### config.mk
export PLATFORM = sky130hd
export DESIGN_NAME = instr_fetch
export DESIGN_NICKNAME = d
export VERILOG_FILES = /design/src/rtl/instr_fetch.sv
export SDC_FILE = /design/constraint.sdc
export NUM_CORES = 1
export LEC_CHECK = 0
export ABC_AREA = 1
export CAP_MARGIN = 10
export CORE_ASPECT_RATIO = 0.75
export CORE_MARGIN = 3
export CORE_UTILIZATION = 45
export CTS_BUF_LIST = sky130_fd_sc_hd__clkbuf_4 sky130_fd_sc_hd__clkbuf_8
export CTS_CLUSTER_SIZE = 25
export DETAILED_ROUTE_END_ITERATION = 10
export GPL_TIMING_DRIVEN = 0
export PLACE_DENSITY = 0.76
export SLEW_MARGIN = 15
export SYNTH_ARGS = -nofsm -noshare
export SYNTH_HDL_FRONTEND = slang
export SYNTH_SLANG_ARGS = --single-unit
### constraint.sdc
create_clock -name clk -period 7.35 [get_ports clk]
set_clock_uncertainty 0.2 [all_clocks]
set_input_delay 1.1025 -clock clk [delete_from_list [all_inputs] [get_ports clk]]
set_output_delay 1.1025 -clock clk [all_outputs]
set_load 0.05 [all_outputs]
### src/rtl/instr_fetch.sv
// Instruction fetch unit: issues word-aligned reads to instruction memory
// and buffers returned words with their PCs in a 2-entry queue.
// Ports:
//   clk, rst            - clock, asynchronous active-high reset
//   redirect            - taken branch/jump; flushes queue, reloads fetch PC
//   redirect_pc         - new fetch address (low two bits ignored)
//   imem_req/imem_addr  - registered memory read request and address
//   imem_ack/imem_rdata - memory response strobe and data
//   inst_valid/inst/inst_pc - queue head
//   inst_ready          - consumer accepts the queue head
module instr_fetch #(
   parameter logic [31:0] RESET_PC = 32'h0000_0000,
   parameter int unsigned QDEPTH   = 2
) (
   input  logic        clk,
   input  logic        rst,
   input  logic        redirect,
   input  logic [31:0] redirect_pc,
   output logic        imem_req,
   output logic [31:0] imem_addr,
   input  logic        imem_ack,
   input  logic [31:0] imem_rdata,
   output logic        inst_valid,
   output logic [31:0] inst,
   output logic [31:0] inst_pc,
   input  logic        inst_ready
);

   typedef enum logic [1:0] {
      IDLE,
      BUSY,
      DISCARD
   } state_t;

   localparam logic [1:0] CNT_MAX = QDEPTH[1:0];

   state_t      state_q, state_d;
   logic [31:0] fetch_pc_q, fetch_pc_d;
   logic        req_q, req_d;
   logic [31:0] addr_q, addr_d;
   logic [1:0]  count_q, count_d;
   logic        wptr_q, wptr_d;
   logic        rptr_q, rptr_d;
   logic [31:0] inst_mem_q [2];
   logic [31:0] pc_mem_q [2];

   logic        pop;
   logic        push;
   logic [1:0]  cnt_pop;
   logic [1:0]  cnt_post;
   logic [31:0] redir_pc;
   logic [31:0] addr_inc;

   assign imem_req   = req_q;
   assign imem_addr  = addr_q;
   assign inst_valid = (count_q != 2'd0);
   assign inst       = inst_mem_q[rptr_q];
   assign inst_pc    = pc_mem_q[rptr_q];

   // Redirect wins over everything: a same-cycle pop or push is discarded.
   assign pop      = inst_valid & inst_ready & ~redirect;
   assign push     = (state_q == BUSY) & imem_ack & ~redirect;
   assign cnt_pop  = count_q - {1'b0, pop};
   assign cnt_post = cnt_pop + {1'b0, push};
   assign redir_pc = {redirect_pc[31:2], 2'b00};
   assign addr_inc = addr_q + 32'd4;

   always_comb begin
      state_d    = state_q;
      fetch_pc_d = fetch_pc_q;
      req_d      = req_q;
      addr_d     = addr_q;
      count_d    = cnt_post;
      wptr_d     = wptr_q;
      rptr_d     = rptr_q;

      if (redirect) begin
         count_d    = 2'd0;
         wptr_d     = 1'b0;
         rptr_d     = 1'b0;
         fetch_pc_d = redir_pc;
      end else begin
         if (pop)
            rptr_d = ~rptr_q;
         if (push)
            wptr_d = ~wptr_q;
      end

      unique case (state_q)
         IDLE: begin
            if (!redirect && (cnt_pop < CNT_MAX)) begin
               state_d = BUSY;
               req_d   = 1'b1;
               addr_d  = fetch_pc_q;
            end
         end
         BUSY: begin
            if (redirect) begin
               // An outstanding request cannot be abandoned; its data is
               // dropped later in DISCARD.
               if (imem_ack) begin
                  state_d = IDLE;
                  req_d   = 1'b0;
               end else begin
                  state_d = DISCARD;
               end
            end else if (imem_ack) begin
               fetch_pc_d = addr_inc;
               if (cnt_post < CNT_MAX) begin
                  addr_d = addr_inc;
               end else begin
                  state_d = IDLE;
                  req_d   = 1'b0;
               end
            end
         end
         DISCARD: begin
            if (imem_ack) begin
               state_d = BUSY;
               req_d   = 1'b1;
               addr_d  = fetch_pc_d;
            end
         end
         default: begin
            state_d = IDLE;
            req_d   = 1'b0;
         end
      endcase
   end

   always_ff @(posedge clk or posedge rst) begin
      if (rst) begin
         state_q    <= IDLE;
         fetch_pc_q <= RESET_PC;
         req_q      <= 1'b0;
         addr_q     <= RESET_PC;
         count_q    <= 2'd0;
         wptr_q     <= 1'b0;
         rptr_q     <= 1'b0;
      end else begin
         state_q    <= state_d;
         fetch_pc_q <= fetch_pc_d;
         req_q      <= req_d;
         addr_q     <= addr_d;
         count_q    <= count_d;
         wptr_q     <= wptr_d;
         rptr_q     <= rptr_d;
      end
   end

   always_ff @(posedge clk or posedge rst) begin
      if (rst) begin
         inst_mem_q[0] <= 32'd0;
         inst_mem_q[1] <= 32'd0;
         pc_mem_q[0]   <= 32'd0;
         pc_mem_q[1]   <= 32'd0;
      end else if (push) begin
         inst_mem_q[wptr_q] <= imem_rdata;
         pc_mem_q[wptr_q]   <= addr_q;
      end
   end

endmodule

# Word-level counts from Yosys, hierarchy flattened
# Cells that the tools add are included.
# word_totals
elab_cells	87
out_inout_bits	98
reg_bits	199
# op_classes
addsub	3
n_reduce_logical	11
eq_ne	9
magnitude_cmp	5
bitwise_logic	9
muxes	39
# op_table
cell	n
32-bit two-way mux	16
64-bit bitwise mux	2
32-bit case mux with 3 select lines	1
32-bit by 3-bit adder with 32-bit output, second input constant	1
32-bit demux with 1-bit select	1
2-bit two-way mux	7
1-bit two-way mux	10
2-bit inequality test, second input constant	4
4-bit AND reduction	2
3-bit inequality test, second input constant	2
2-bit case mux with 3 select lines	1
6-bit AND reduction	1
2-bit nonzero test	3
1-bit bitwise AND	4
2-bit >= comparator, second input constant	2
2-bit < comparator, second input constant	2
1-bit NOT with 2-bit output	2
1-bit NOT	3
1-bit case mux with 3 select lines	1
3-bit nonzero test	1
2-bit by 1-bit adder with 2-bit output	1
2-bit by 1-bit == test with 1-bit output, second input constant	1
2-bit == test, second input constant	1
1-bit logical AND	2
other kinds (5)	5

# Depth between registers and ports, before layout
# depth
depth_word	10
ltp_mapped	17

# Worst setup path after synthesis
# No wires, ideal clock.
# synth_timing
path_kind	input-to-reg
from	input redirect
to	register addr_q[21], in the netlist imem_addr[21]
setup_ns	0.066
path_stages	15
t_required_ns	7.084
arrival_ns	2.892
setup_slack_ns	4.192
cell_sequence	buf_2 > buf_1 > nor2_1 > ha_1 > inv_1 > ha_1 > inv_1 > nand3_1 > nand2_1 > nand2_1 > nand2_1 > nand2_1 > clkbuf_1 > nand2_1 > nand2_1
# synth_between
elab_chain_cells	7
elab_cells_between_ends	16
classes_between	add/sub (2); order compare (2); eq/ne (3); mux (3); bitwise (3); reduce/logical (3)
# synth_lines
element	line_no	source
start: declaration	17	input logic redirect,
1-bit NOT	61, 62	
1-bit bitwise AND	61	assign pop = inst_valid & inst_ready & ~redirect;
2-bit by 1-bit subtractor with 2-bit output	63	assign cnt_pop = count_q - {1'b0, pop};
2-bit by 1-bit adder with 2-bit output / 2-bit < comparator (equally long branches)	64, 91	
2-bit < comparator / 1-bit logical AND (equally long branches)	109, 91	
2-bit by 1-bit inequality test with 1-bit output (no line) / 2-bit inequality test (equally long branches)	--	
6-bit AND reduction (no line)	--	
end signal: assignment	144	addr_q <= addr_d;
end: declaration	40	logic [31:0] addr_q, addr_d;
# Several ways; a longest one is shown, not always the timed one. The select of a mux whose other input is x is not followed.
# A chain may end at the register's enable or synchronous reset.

# Worst setup path after layout
# layout_timing
from	register rptr_q
to	output inst_pc[11]
# layout_between
elab_chain_cells	4
# layout_lines
element	line_no	source
start: declaration	43	logic rptr_q, rptr_d;
start signal: assignment	147	rptr_q <= rptr_d;
1-bit NOT with 2-bit output (not written as such)	58	assign inst_pc = pc_mem_q[rptr_q];
32-bit two-way mux (not written as such) (3 in a row)	58	
end: declaration	25	output logic [31:0] inst_pc,
# No other way between the ends. The select of a mux whose other input is x is not followed.

==> impl_metrics.py <==
metrics = {
    "sta": {
        "relSlewSlack": 0.518,
        "tightest_slew_ps": 722,
        "finalSetupTns_ps": 0,
        "finalMaxSlewViolations": 0,
        "finalHoldViolCount": 0,
        "min_period_ps": 4250,
        "setup_viol": 0,
        "period_share": 0.578,
        "holdWs_ps": 298,
        "max_clock_freq_ghz": 0.235,
        "rsz0062_at_grt": "false",
    },
    "floorplanning": {
        "rows": 46,
        "io_pins": 167,
        "dieHeight_um": 136,
        "die_area_mm2": 0.0243,
        "core-area_mm2": 0.0216,
        "fp.dieW_um": 179,
        "start_util": 0.468,
    },
    "synthesis": {
        "synth_common_cells": "nand2_1 (673), dfrtp_1 (199), nor2_1 (102)",
        "yosysMostFrequentCell": "nand2_1",
        "synth-edff-count": 0,
        "yosysTopAreaCell": "dfrtp_1",
        "netlist_area_mm2": 0.0101,
        "syn_area_per_cell_um2": 7.13,
        "synth_cell_type_count": 28,
        "async_flop_share": 1.00,
        "yosys.area.top_type_share": 0.493,
        "synth_area_leaders": "dfrtp_1 (49%), nand2_1 (25%), o21ai_1 (4.5%)",
        "synth_nets": 1495,
        "ys_ff_latch": 199,
        "ys_seq_area_frac": 0.493,
        "synth_top_flop_cell": "dfrtp_1",
        "netlist_instances": 1418,
        "yosysWarnings": 0,
    },
    "grt": {
        "grt_util_met1": 0.385,
        "grt.busiest_layer": "met1",
        "use_met3": 0.0634,
        "met2_usage": 0.372,
        "grt_max_degree": 101,
        "grt_pass1_wl_um": 48400,
        "grt_pass1_vias": 9228,
        "overflow": 0,
        "antenna_found_initial": 0,
        "grt_use_total": 0.255,
    },
    "critical_path": {
        "critical_path_buf_inv_count": 4,
        "crit_path_top_delay_cell": "clkdlybuf4s50_1",
        "path_delay_family": "buffers and inverters",
        "end_kind": "primary output",
        "cp-start-kind": "flop",
        "path_cells": "inv_1 > clkbuf_1 > clkbuf_1 > nand2_1 > nand2_1 > clkdlybuf4s50_1",
        "crit_path_max_fanout": 10,
        "reg2reg_setup_slack_ps": 3770,
        "cpPeakStageDelay_ps": 870,
        "cp_data_arrival_time_ps": 2950,
        "required_ps": 6050,
        "path_class": "reg -> out",
    },
    "routing": {
        "wirelength_um": 30500,
        "drt_pass1_iterations": 6,
        "via_per_inst": 5.21,
        "drt-initial-drc-count": 1079,
        "drc_errors": 0,
        "vias": 9900,
        "antenna_left": 0,
        "wl_per_cell_um": 16.0,
    },
    "cts": {
        "cts_tree": "built",
        "numCtsBuffers": 17,
        "cts.sinks": 199,
        "cts_buffer_depth": 2,
        "cts_setup_buffers": 0,
        "cts_hold_buf": 0,
        "clock_latency_ps": 480,
        "cts_resized": 0,
        "clockRootBuffer": "clkbuf_8",
        "htreeDepth": 4,
        "clk_pin_slew_ps": 110,
    },
    "final_layout": {
        "fin_area_mm2": 0.0125,
        "synthToLayoutAreaGrowth_pct": 24.1,
        "finalNetCount": 1678,
        "fillCellCount": 2019,
        "drive_above_1_share": 0.0415,
        "multiInputGateArea_mm2": 0.00441,
        "regArea_mm2": 0.00498,
        "n_antenna_cell": 0,
    },
    "power_and_ir_drop": {
        "switchingPower_mw": 3.05,
        "p_int_mw": 2.82,
        "p_seq_frac": 0.316,
        "vdd_drop_max_uv": 217,
        "p_per_area_mw_per_mm2": 467,
        "pwr-share-clk": 0.123,
        "leakage_nw": 6.21,
        "switching_share": 0.520,
        "combPwrFrac": 0.561,
    },
    "placed_design": {
        "place_congestion": 0.929,
        "portBuffers": 163,
        "placed_cell_area_mm2": 0.0121,
        "dp_hpwl_um": 22200,
    },
    "flow_run": {
        "max_cap_violations": 0,
    },
    "worst_hold_path": {
        "holdCritPathClass": "reg -> reg",
    },
    "outcome": {
        "status": "completed",
    },
}
-- tightest hold or removal path: stages (launching register included) --
cell and delay [ps]:
dfrtp_1 360, nand2_1 50, o21ai_0 60
-- cell usage in the layout (no fill, tap or decap), types with 32 or more instances in the layout --
cell | synthesis | routed
nor2_1 | 102 | 102
a21oi_1 | 36 | 36
clkbuf_1 | 40 | 40
o21ai_1 | 90 | 90
nand2_1 | 673 | 673
nand3_1 | 32 | 32
clkdlybuf4s50_1 | 0 | 163
inv_1 | 98 | 97
dfrtp_1 | 199 | 199
o21ai_0 | 65 | 65
-- cell families after synthesis --
kind of cell / after synthesis / synth area share
XOR/XNOR: 12 / 0.0104
AO/OA/AOI/OAI: 209 / 0.106
adder cells (fa/ha/maj): 8 / 0.00990
multiplexers: 1 / 0.000990
buffers and inverters: 174 / 0.0712
AND/OR/NAND/NOR: 815 / 0.309
flip-flops: 199 / 0.493
-- worst paths after layout --
kind | startpoint | to | depth (start not counted)
setup / recovery | rptr_q | inst_pc[11] | 6
hold / removal | inst_mem_q[5] | inst_mem_q[5] | 2
setup reg to reg | state_q[1] | imem_addr[26] | 16
hold reg to reg | inst_mem_q[5] | inst_mem_q[5] | 2
max in group asynchronous | rst | pc_mem_q[60] | 3
min in group asynchronous | rst | fetch_pc_q[0] | 2
-- registers in the layout, summed over array words and instances (netlist names) --
signal and count:
inst_mem_q 64, pc_mem_q 64, fetch_pc_q 32, imem_addr 32
count_q 2, state_q 2, imem_req 1, rptr_q 1
wptr_q 1
-- cell type report --
cell class / instances / area share
sequential: 199 / 0.397
timing repair buffer: 164 / 0.132
clock inverter: 14 / 0.0128
multi-input combinational: 1045 / 0.352
buffer: 73 / 0.0271
tap: 288 / 0.0287
clock buffer: 18 / 0.0197
inverter: 101 / 0.0308
-- power groups by stage --
stage | clock network, mW | logic [mW] | registers (mW)
CTS | 0.731 | 3.28 | 1.84
floorplan | 0 | 1.98 | 2.05
detailed placement | 0 | 3.26 | 1.86
finish | 0.720 | 3.29 | 1.85
global placement | 0 | 3.21 | 1.85
global route | 0.771 | 3.58 | 1.90
-- through the flow --
stage | power, mW | instances | utilization | worst slack (ps)
floorplan | 4.03 | 1418 | - | 622
global placement | 5.06 | 1869 | 0.561 | -2020
detailed placement | 5.13 | 1870 | 0.562 | 3000
CTS | 5.85 | 1902 | 0.581 | 3090
global route | 6.26 | 1902 | 0.581 | 2930
finish | 5.86 | 1902 | 0.581 | 3100
-- routing by layer --
layer,part of all wire,up-vias
met4,0.014,0
li1,-,4772
met2,0.43,477
met3,0.10,40
met5,0,-
met1,0.46,4611
No activity file was read; power rests on OpenSTA's default activity.
==> RTL edit, RTL diff (same settings) <==
Reset style: synchronous (`rst`), changed in 2 clocked blocks. Comments in the files are not updated.
--- a/src/rtl/instr_fetch.sv
+++ b/src/rtl/instr_fetch.sv
@@ -128,7 +128,7 @@
       endcase
    end
 
-   always_ff @(posedge clk or posedge rst) begin
+   always_ff @(posedge clk) begin
       if (rst) begin
          state_q    <= IDLE;
          fetch_pc_q <= RESET_PC;
@@ -148,7 +148,7 @@
       end
    end
 
-   always_ff @(posedge clk or posedge rst) begin
+   always_ff @(posedge clk) begin
       if (rst) begin
          inst_mem_q[0] <= 32'd0;
          inst_mem_q[1] <= 32'd0;
Check against the original RTL: differs if rst is asserted again (counterexample within 4 cycles, from zero or initial values and one cycle with rst high); with rst held inactive, the same outputs for 4 cycles.
==> RTL edit against the unedited design <==
Sequential cell count rose by 1. Total power down 30%. Die area down 0.27%. Critical endpoint unchanged. Synthesized area decreased by 0.28%. Sequential power down 18%. Largest power group unchanged. Routed wire length is 3.1% lower. Setup slack gained 43 ps. Final area down 0.15%. Largest cell class unchanged. Highest routed layer unchanged.
==> RTL edit: results (changes against the unedited design) <==
- GR Util All Layers: 0.245 (-0.00962)
- Vias in the first global route: 8266 (-10%)
- Largest net degree at the start of global routing: 51 (-50%)
- MaxCap Viol Count: 0 (unchanged)
- Top FF cell, synth: edfxtp_1
- Max VDD drop: 0.318 mV (+47%)
- Worst slack at placement: 3190 ps (+196 ps)
- Slew @ Worst Pin: 841 ps (+118 ps)
- RR Startpoint: state_q[1]$_SDFFE_PP0P_
- Hold path startpoint: rptr_q$_SDFFE_PP0P_
- Post-synth EDFFs: 128 (+128)
- Detailed Route Iter0 Violations: 797 (-26%)
- YS warnings: 0 (unchanged)
- Asr flop ratio synth: 0 (-1.00)
- Seq/Total Area, Yosys: 0.524 (+0.0317)
- Crit path arrival time: 2910 ps (-40 ps)
- Pleak: 5.03 nW (-19%)
- Top post-synthesis cells by area: edfxtp_1, dfxtp_1, nand2_1
- First-pass GRT wire length: 45.3 mm (-6.3%)
- Via count: 8711 (-12%)
- Net count after synthesis: 1230 (-18%)
- Status: completed
- Yosys cell types: 44 (+57%)
- Gpl congestion: 0.977 (+5.2%)
- Filler cell count: 1942 (-3.8%)
- Synth top cells by count: nand2_1, nor2_1, edfxtp_1
- IO buf count: 164 (+0.61%)
- Final #Nets: 1415 (-16%)
- Layout cells sized above 1: 0.118 (+0.0769)
- HPWL after DPL: 22.0 mm (-0.75%)
- CP peak stage delay: 720 ps (-150 ps)
- Worst Path Max Fanout: 10 (unchanged)
- Final WL: 29.5 mm (-3.1%)
- Placed cell area: 0.0122 sq mm (+0.13%)
- Drt pass-1 iters: 5 (-1)
-- RTL edit: cell type report --
class,count,area (sq um),area share
Sequential cell,200,5290,0.422
Multi-Input combinational cell,765,3970,0.317
Inverter,132,495,0.0396
Tap cell,288,360,0.0288
Timing Repair Buffer,166,1700,0.135
Buffer,57,347,0.0277
Clock inverter,14,139,0.0111
Clock buffer,17,234,0.0187
-- RTL edit: cells by family (layout without fill, tap and decap cells) --
kind of cell | Yosys count | after routing | synth area share
compound gates | 164 | 164 | 0.0901
xor+xnor | 15 | 15 | 0.0138
mux | 64 | 64 | 0.0715
fa+ha+maj | 7 | 7 | 0.00869
flops | 200 | 200 | 0.524
buf+inv | 189 | 386 | 0.0835
simple gates | 515 | 515 | 0.208
-- RTL edit: path summary, 6_finish.rpt --
check / slack [ps] / to / cells past startpoint
worst max-delay path: 3140 / inst_pc[11] / 4
worst min-delay path: 280 / rptr_q$_SDFFE_PP0P_ / 2
worst max register to register: 3990 / imem_addr[25]$_SDFFE_PP0P_ / 16
worst min register to register: 280 / rptr_q$_SDFFE_PP0P_ / 2
-- RTL edit: stage by stage --
step / power (W) / cells / utilization
3_5_place_dp: 0.00337 / 1608 / 0.563
4_1_cts: 0.00407 / 1639 / 0.580
2_1_floorplan: 0.00275 / 1154 / -
3_3_place_gp: 0.00335 / 1606 / 0.560
5_1_grt: 0.00431 / 1639 / 0.580
6_report: 0.00409 / 1639 / 0.580
-- RTL edit: critical path, delay by kind of cell (launching register included) --
family	cells	cell delay [ps]
buffers and inverters	3	1680
DFF	1	320
muxes	1	410
-- RTL edit: power breakdown --
group | leakage [nW] | internal (W) | switching, W
registers | 1.92 | 0.00135 | 0.000164
clock network | 0.187 | 0.000276 | 0.000425
logic | 2.92 | 0.000608 | 0.00127
-- RTL edit: metal layers --
layer	GRT usage	vias up	share of wire
met5	0	-	0
met4	0.0523	0	0.014
met3	0.0658	31	0.098
met2	0.358	407	0.43
met1	0.365	4158	0.45
li1	-	4115	-
